--- config.mk ---
export PLATFORM = sky130hd
export DESIGN_NAME = sine_lut
export DESIGN_NICKNAME = d
export VERILOG_FILES = /design/src/rtl/sine_lut.sv
export SDC_FILE = /design/constraint.sdc
export NUM_CORES = 1
export LEC_CHECK = 0
export ABC_AREA = 1
export ABC_CLOCK_PERIOD_IN_PS = 36400
export CAP_MARGIN = 20
export CORE_MARGIN = 2
export CORE_UTILIZATION = 55
export DETAILED_ROUTE_END_ITERATION = 8
export GPL_ROUTABILITY_DRIVEN = 1
export PLACE_DENSITY = 0.8
export REMOVE_ABC_BUFFERS = 1
export SLEW_MARGIN = 20
export SYNTH_ARGS = -nofsm -noshare
export SYNTH_HDL_FRONTEND = slang
export SYNTH_SLANG_ARGS = --single-unit
--- constraint.sdc ---
create_clock -name vclk -period 36.4
set_input_delay 7.28 -clock vclk [all_inputs]
set_output_delay 7.28 -clock vclk [all_outputs]
set_load 0.01 [all_outputs]
--- src/rtl/sine_lut.sv ---
// sine_lut: quarter-wave sine magnitude generator for the carrier NCO.
// A 13-bit first-quadrant phase index is split into a 7-bit table index and a 6-bit
// fraction; the 129-point table is linearly interpolated with truncation.
// Build option: define SINE_LUT_PIPE_EN to register the output (1-cycle latency,
// asynchronously cleared by rst). Default build is purely combinational.
`timescale 1ns/1ps
module sine_lut (
  input  logic        clk,
  input  logic        rst,
  input  logic [12:0] v,
  output logic [15:0] sv
);

  // round(32767 * sin(pi/2 * n / 128)) for n = 0..128
  function automatic logic [14:0] quarter_sine(input logic [7:0] n);
    logic [14:0] t;
    case (n)
      8'd0:   t = 15'd0;
      8'd1:   t = 15'd402;
      8'd2:   t = 15'd804;
      8'd3:   t = 15'd1206;
      8'd4:   t = 15'd1608;
      8'd5:   t = 15'd2009;
      8'd6:   t = 15'd2410;
      8'd7:   t = 15'd2811;
      8'd8:   t = 15'd3212;
      8'd9:   t = 15'd3612;
      8'd10:  t = 15'd4011;
      8'd11:  t = 15'd4410;
      8'd12:  t = 15'd4808;
      8'd13:  t = 15'd5205;
      8'd14:  t = 15'd5602;
      8'd15:  t = 15'd5998;
      8'd16:  t = 15'd6393;
      8'd17:  t = 15'd6786;
      8'd18:  t = 15'd7179;
      8'd19:  t = 15'd7571;
      8'd20:  t = 15'd7962;
      8'd21:  t = 15'd8351;
      8'd22:  t = 15'd8739;
      8'd23:  t = 15'd9126;
      8'd24:  t = 15'd9512;
      8'd25:  t = 15'd9896;
      8'd26:  t = 15'd10278;
      8'd27:  t = 15'd10659;
      8'd28:  t = 15'd11039;
      8'd29:  t = 15'd11417;
      8'd30:  t = 15'd11793;
      8'd31:  t = 15'd12167;
      8'd32:  t = 15'd12539;
      8'd33:  t = 15'd12910;
      8'd34:  t = 15'd13279;
      8'd35:  t = 15'd13645;
      8'd36:  t = 15'd14010;
      8'd37:  t = 15'd14372;
      8'd38:  t = 15'd14732;
      8'd39:  t = 15'd15090;
      8'd40:  t = 15'd15446;
      8'd41:  t = 15'd15800;
      8'd42:  t = 15'd16151;
      8'd43:  t = 15'd16499;
      8'd44:  t = 15'd16846;
      8'd45:  t = 15'd17189;
      8'd46:  t = 15'd17530;
      8'd47:  t = 15'd17869;
      8'd48:  t = 15'd18204;
      8'd49:  t = 15'd18537;
      8'd50:  t = 15'd18868;
      8'd51:  t = 15'd19195;
      8'd52:  t = 15'd19519;
      8'd53:  t = 15'd19841;
      8'd54:  t = 15'd20159;
      8'd55:  t = 15'd20475;
      8'd56:  t = 15'd20787;
      8'd57:  t = 15'd21096;
      8'd58:  t = 15'd21403;
      8'd59:  t = 15'd21705;
      8'd60:  t = 15'd22005;
      8'd61:  t = 15'd22301;
      8'd62:  t = 15'd22594;
      8'd63:  t = 15'd22884;
      8'd64:  t = 15'd23170;
      8'd65:  t = 15'd23452;
      8'd66:  t = 15'd23731;
      8'd67:  t = 15'd24007;
      8'd68:  t = 15'd24279;
      8'd69:  t = 15'd24547;
      8'd70:  t = 15'd24811;
      8'd71:  t = 15'd25072;
      8'd72:  t = 15'd25329;
      8'd73:  t = 15'd25582;
      8'd74:  t = 15'd25832;
      8'd75:  t = 15'd26077;
      8'd76:  t = 15'd26319;
      8'd77:  t = 15'd26556;
      8'd78:  t = 15'd26790;
      8'd79:  t = 15'd27019;
      8'd80:  t = 15'd27245;
      8'd81:  t = 15'd27466;
      8'd82:  t = 15'd27683;
      8'd83:  t = 15'd27896;
      8'd84:  t = 15'd28105;
      8'd85:  t = 15'd28310;
      8'd86:  t = 15'd28510;
      8'd87:  t = 15'd28706;
      8'd88:  t = 15'd28898;
      8'd89:  t = 15'd29085;
      8'd90:  t = 15'd29268;
      8'd91:  t = 15'd29447;
      8'd92:  t = 15'd29621;
      8'd93:  t = 15'd29791;
      8'd94:  t = 15'd29956;
      8'd95:  t = 15'd30117;
      8'd96:  t = 15'd30273;
      8'd97:  t = 15'd30424;
      8'd98:  t = 15'd30571;
      8'd99:  t = 15'd30714;
      8'd100: t = 15'd30852;
      8'd101: t = 15'd30985;
      8'd102: t = 15'd31113;
      8'd103: t = 15'd31237;
      8'd104: t = 15'd31356;
      8'd105: t = 15'd31470;
      8'd106: t = 15'd31580;
      8'd107: t = 15'd31685;
      8'd108: t = 15'd31785;
      8'd109: t = 15'd31880;
      8'd110: t = 15'd31971;
      8'd111: t = 15'd32057;
      8'd112: t = 15'd32137;
      8'd113: t = 15'd32213;
      8'd114: t = 15'd32285;
      8'd115: t = 15'd32351;
      8'd116: t = 15'd32412;
      8'd117: t = 15'd32469;
      8'd118: t = 15'd32521;
      8'd119: t = 15'd32567;
      8'd120: t = 15'd32609;
      8'd121: t = 15'd32646;
      8'd122: t = 15'd32678;
      8'd123: t = 15'd32705;
      8'd124: t = 15'd32728;
      8'd125: t = 15'd32745;
      8'd126: t = 15'd32757;
      8'd127: t = 15'd32765;
      default: t = 15'd32767;  // n = 128; larger indices never occur
    endcase
    return t;
  endfunction

  logic [6:0]  k;
  logic [5:0]  f;
  logic [14:0] t_lo;
  logic [14:0] t_hi;
  logic [8:0]  delta;
  logic [14:0] prod;
  logic [8:0]  frac_step;
  logic [15:0] sv_comb;

  // Table lookup of the two bracketing points and truncating linear interpolation
  always_comb begin
    k         = v[12:6];
    f         = v[5:0];
    t_lo      = quarter_sine({1'b0, k});
    t_hi      = quarter_sine({1'b0, k} + 8'd1);
    // Table is non-decreasing and steps are at most 402, so 9 bits hold the delta
    delta     = 9'(t_hi - t_lo);
    prod      = {6'd0, delta} * {9'd0, f};
    frac_step = 9'(prod >> 6);
    // Peak result is 32766, so no saturation is needed and bit 15 stays clear
    sv_comb   = {1'b0, t_lo + {6'd0, frac_step}};
  end

`ifdef SINE_LUT_PIPE_EN
  logic [15:0] sv_q;
  logic [15:0] sv_d;

  // Next-state for the output register
  always_comb begin
    sv_d = sv_comb;
  end

  // Output register, cleared asynchronously by rst
  always_ff @(posedge clk or posedge rst) begin
    if (rst) begin
      sv_q <= '0;
    end else begin
      sv_q <= sv_d;
    end
  end

  assign sv = sv_q;
`else
  // Clock and reset are inert in the combinational build
  logic unused_clk_rst;
  assign unused_clk_rst = clk ^ rst;

  assign sv = sv_comb;
`endif

endmodule

==> results.toml, run 1 <==
[floorplanning]
dieArea_sq_um = 12510
die_h_um = 111.9
fp.dieW_um = 111.9
num_io_pins = 31
core.rowCount = 39
start_util_pct = 56.28
core_area_sq_um = 11370

[hold_path]
hp-class = "input pin to output pin"

[timing]
finalSetupViolCount = 0
max_freq_ghz = 0.03884
slew_violations = 0
hold_ws_ns = 16.24
fin_tns_setup_ns = 0
max_slew_margin_pct = 32.75
worst_pin_slew_ns = 1.006
rsz0062_at_grt = "false"
fin_crit_ns = 25.75
hold_viol = 0
fin_crit_sh_pct = 70.74

[synth]
synthCells = 1166
syn_area_per_cell_sq_um = 5.488
ys_seq_area_share_pct = 0
synth_top_cells_by_area = "nand2_1 19%, ha_1 14%, fa_1 9.4%"
synth_common_cells = "321 x nand2_1, 141 x inv_1, 125 x nor2_1"
yosys.area.top_type_share_pct = 18.83
yosys.cell_count.top_type = "nand2_1"
synth.distinct_cells = 42
synth_warnings = 0
synth_largest_area_cell = "nand2_1"
synthesis.area_sq_um = 6399

[setup_path]
critPathMaxStageDelay_ns = 0.96
end_kind = "output pin"
cp.arrival_ns = 18.47
critPathKind = "input pin to output pin"
worstPathMaxFanout = 27
path_buf_inv = 9
worst_path_max_delay_cell = "ha_1"
cp_top_family = "adder cells"
required_ns = 29.12
cp-start-kind = "input pin"
cpMostUsedCell = "nand2_1"

[place]
routabilityCongestion = 1.040
place_hpwl_um = 17700
port_buffers = 28
dp.cells = 1293

[clocking]
hold_buffers = 0
post_cts_buffers = 0
cts-resized-gates = 0

[global_routing]
track_usage_pct = 37.65
grt_pass1_wl_um = 38870
grt_max_degree = 55
antenna_found_initial = 0
grt_pass1_vias = 7595
grt-ovfl-total = 0

[layout]
clock_buffer_count = 0
antenna_cells = 0
fillers = 1209
layout.nets = 1268
seq_cells = 0
area_delta_synth_final_pct = 3.657
finalNonFillerCells = 1293
layout-drive-gt1-share_pct = 3.043
fin_util_pct = 58.34
multiInputGateArea_sq_um = 5565
regArea_sq_um = 0

[route]
first_pass_iters = 6
drtAntennaViolNets = 0
wl_per_cell_um = 18.50
routed_wirelength_um = 23930
viasPerCell = 6.328
drtIter0Drc = 1113
via_count = 8182
drc = 0

[outcome]
status = "completed"

[job]
maxCapViolCount = 0
cell type report:
cell class	instances	share of cell area [%]
Timing Repair Buffer	34	4.905
Inverter	150	8.489
Tap cell	143	2.698
Multi-Input combinational cell	966	83.91
layout by cell type, fill, tap and decap left out, drive strengths merged:
| cell type | instances |
|---|---|
| a311oi | 1 |
| a21oi | 87 |
| a31oi | 10 |
| o221ai | 2 |
| inv | 150 |
| o31ai | 11 |
| xnor2 | 7 |
| conb | 1 |
| nor2 | 132 |
| buf | 6 |
| o311ai | 3 |
| or2 | 6 |
| o32ai | 1 |
| a31o | 1 |
| a211oi | 4 |
| a21boi | 1 |
| xor2 | 16 |
| and3 | 2 |
| a221oi | 4 |
| o22ai | 8 |
| a21o | 3 |
| o2111ai | 2 |
| fa | 30 |
| nand2 | 326 |
| nand4 | 7 |
| a22oi | 1 |
| o21ai | 114 |
| clkdlybuf4s50 | 28 |
| o21bai | 5 |
| o2111a | 1 |
| o211ai | 15 |
| nor3 | 9 |
| ha | 71 |
| nand3 | 85 |
worst paths after layout:
path  start  endpoint  slack (ns)  cells after the start
max    v[7]    sv[12]       10.65                     46
min   v[10]    sv[12]       16.24                      9
logic make-up after synthesis:
logic type	count (synthesis)	share of synthesized area (%)
other cells	1	0.05861
xor+xnor	23	3.148
simple gates	567	36.23
compound gates	274	24.27
fa+ha+maj	101	23.27
buf+inv	200	13.02
metal layers:
| metal | up-vias | part of all wire, % | global-route usage [%] |
|---|---|---|---|
| met5 | - | 0 | 0 |
| met3 | 134 | 12 | 5.770 |
| met4 | 0 | 6.4 | 20.91 |
| met2 | 640 | 41 | 57.33 |
| met1 | 3595 | 40 | 50.90 |
| li1 | 3813 | - | - |
stage by stage:
stage	instance area, sq um	worst slack, ns
final	6633	10.65
after global routing	6633	9.939
after CTS	6633	10.92
after detailed placement	6633	10.95
after global placement	6633	10.99
after floorplan	6128	14.10
Power of run 1 is left out: the tool's default activity adds up to more than one toggle a clock period on the data nets, which glitch-free logic cannot reach.
==> inputs of run 2 (changes only) <==
- ABC_CLOCK_PERIOD_IN_PS: 36400 -> 25100
- clock period: 36.4 -> 25.1 ns (I/O delays scaled with it)
==> run 2 against run 1 <==
Net effect:
- worst setup slack lost 6.3 ns
- clock-buffer cell count did not move
- flip-flop and latch count unchanged
- critical path type unchanged
- highest routed layer unchanged
==> results.toml, run 2 (synthesized netlist as in run 1, its figures left out) <==
[global_routing]
grt_pass1_vias = 7648
grt-ovfl-total = 0
track_usage_pct = 38.70
grt_pass1_wl_um = 39760
antenna_found_initial = 0
grt_max_degree = 55

[timing]
rsz0062_at_grt = "false"
fin_ws_ns = 4.359
fin_crit_ns = 20.74
fin_tns_setup_ns = 0
hold_viol = 0
worst_pin_slew_ns = 0.9106
finalSetupViolCount = 0
slew_violations = 0
fin_crit_sh_pct = 82.63
max_slew_margin_pct = 39.08
max_freq_ghz = 0.04821

[route]
wl_per_cell_um = 18.78
viasPerCell = 6.333
first_pass_iters = 7
drc = 0
via_count = 8220
routed_wirelength_um = 24380
drtIter0Drc = 1377
drtAntennaViolNets = 0

[layout]
fin_area_sq_um = 6670
area_delta_synth_final_pct = 4.243
layout_common_cells = "321 x nand2_1, 141 x inv_1, 125 x nor2_1, 113 x o21ai_0, 87 x a21oi_1"
multiInputGateArea_sq_um = 5565
fillers = 1207
clock_buffer_count = 0
seq_cells = 0
regArea_sq_um = 0
layout.nets = 1273
fin_util_pct = 58.67
layout-drive-gt1-share_pct = 3.463
antenna_cells = 0
final_common_cell = "nand2_1"

[setup_path]
critPathLaunch = "v[7]"
path_buf_inv = 10
cp-start-kind = "input pin"
critPathMaxStageDelay_ns = 0.91
cp_top_family = "adder cells"
worst_path_max_delay_cell = "clkdlybuf4s50_1"
worstPathMaxFanout = 27
end_kind = "output pin"
required_ns = 20.08
critPathKind = "input pin to output pin"
cpMostUsedCell = "nand2_1"
cp.arrival_ns = 15.72

[clocking]
hold_buffers = 0
post_cts_buffers = 0
cts-resized-gates = 0

[hold_path]
hp-class = "input pin to output pin"
hold_start = "v[11]"

[outcome]
status = "completed"

[place]
place_hpwl_um = 18110
place_area_sq_um = 6670
port_buffers = 28
routabilityCongestion = 1.078
dp_slack_ns = 4.594

[floorplanning]
die_h_um = 111.9
fp.dieW_um = 111.9
core_area_sq_um = 11370
start_util_pct = 56.28
dieArea_sq_um = 12510
num_io_pins = 31
core.rowCount = 39

[job]
maxCapViolCount = 0
==> run 2: worst paths after layout <==
path | to | slack (ns) | depth (start not counted)
worst max-delay path | sv[14] | 4.36 | 47
worst min-delay path | sv[14] | 11.56 | 6
==> run 2: routing by layer <==
| metal | global-route usage [%] | vias up | wire length, um |
|---|---|---|---|
| li1 | - | 3831 | - |
| met1 | 54.41 | 3634 | 9959 |
| met2 | 59.03 | 624 | 10150 |
| met3 | 4.899 | 131 | 2801 |
| met4 | 17.70 | 0 | 1466 |
| met5 | 0 | - | 0 |
==> run 2: layout make-up <==
type | count | share of cell area [%]
inverters | 150 | 8.441
repair buffers | 39 | 5.440
multi-input cells | 966 | 83.44
well taps | 143 | 2.682
==> run 2: stage by stage <==
| stage | instances | hold slack, ns |
|---|---|---|
| floorplan | 1116 | 10.23 |
| global placement | 1298 | 11.54 |
| detailed placement | 1298 | 11.53 |
| CTS | 1298 | 11.54 |
| global route | 1298 | 11.62 |
| finish | 1298 | 11.56 |
Power of run 2 is left out for the same reason.
==> inputs of run 3 (changes only) <==
- ABC_CLOCK_PERIOD_IN_PS: 25100 -> 21600
- clock period: 25.1 -> 21.6 ns (I/O delays scaled with it)
==> run 3 against run 2 <==
Net effect:
- design area down 0.23%
- non-clock buffer count down 2
- hold slack worse by 1.4 ns
- die area unchanged
- utilization down 0.13 points
- critical path type unchanged
==> results.toml, run 3 (synthesized netlist as in run 1, its figures left out) <==
[layout]
multiInputGateArea_sq_um = 5565
final_common_cell = "nand2_1"
clock_buffer_count = 0
fin_area_sq_um = 6655
seq_cells = 0
antenna_cells = 0
regArea_sq_um = 0
layout_common_cells = "321 x nand2_1, 141 x inv_1, 125 x nor2_1, 113 x o21ai_0, 87 x a21oi_1"
fillers = 1247
layout.nets = 1271
layout-drive-gt1-share_pct = 3.296
area_delta_synth_final_pct = 4.009

[hold_path]
hp-class = "input pin to output pin"
hold_start = "v[11]"

[route]
via_count = 8193
drtAntennaViolNets = 0
wl_per_cell_um = 18.87
viasPerCell = 6.322
drtIter0Drc = 1284
first_pass_iters = 9
drc = 0
routed_wirelength_um = 24460

[place]
place_area_sq_um = 6655
port_buffers = 28
place_hpwl_um = 18170
routabilityCongestion = 1.041

[setup_path]
critPathMaxStageDelay_ns = 0.94
cp_top_family = "adder cells"
cpMostUsedCell = "nand2_1"
end_kind = "output pin"
worst_path_max_delay_cell = "ha_1"
critPathLaunch = "v[7]"
cp.arrival_ns = 15.55
worstPathMaxFanout = 27
critPathKind = "input pin to output pin"
required_ns = 17.28
path_buf_inv = 9
cp-start-kind = "input pin"

[global_routing]
antenna_found_initial = 0
grt_max_degree = 55
grt_pass1_vias = 7556
grt_pass1_wl_um = 39300
track_usage_pct = 38.22
grt-ovfl-total = 0

[floorplanning]
fp.dieW_um = 111.9
die_h_um = 111.9
start_util_pct = 56.28
core_area_sq_um = 11370
core.rowCount = 39
dieArea_sq_um = 12510
num_io_pins = 31

[clocking]
hold_buffers = 0
post_cts_buffers = 0
cts-resized-gates = 0

[timing]
worst_pin_slew_ns = 0.8854
hold_viol = 0
fin_crit_sh_pct = 91.99
finalSetupViolCount = 0
slew_violations = 0
rsz0062_at_grt = "false"
fin_crit_ns = 19.87
max_slew_margin_pct = 40.76
max_freq_ghz = 0.05033
fin_tns_setup_ns = 0

[job]
maxCapViolCount = 0

[outcome]
status = "completed"
==> run 3: layer usage <==
metal / up-vias / GRT usage (%) / routed length [um] / share of wire (%)
met5: - / 0 / 0 / 0
met3: 130 / 5.171 / 2854 / 12
li1: 3820 / - / - / -
met2: 633 / 56.16 / 9993 / 41
met1: 3610 / 54.04 / 10100 / 41
met4: 0 / 20.49 / 1513 / 6.2
==> run 3: stage by stage <==
stage	hold slack [ns]	std cells	setup WS (ns)	util, %
2_1_floorplan	8.830	1116	5.219	-
3_3_place_gp	10.14	1296	2.210	58.53
3_5_place_dp	10.14	1296	2.073	58.53
6_report	10.17	1296	1.730	58.53
4_1_cts	10.14	1296	2.030	58.53
5_1_grt	10.20	1296	1.092	58.53
==> run 3: layout make-up <==
| cell class | instances | share of cell area (%) |
|---|---|---|
| inverters | 150 | 8.460 |
| multi-input cells | 966 | 83.62 |
| well taps | 143 | 2.688 |
| repair buffers | 37 | 5.227 |
==> run 3: path summary, 6_finish.rpt <==
kind	to	slack, ns	cells after the start
setup / recovery	sv[12]	1.73	46
hold / removal	sv[14]	10.17	6
Power of run 3 is left out for the same reason.
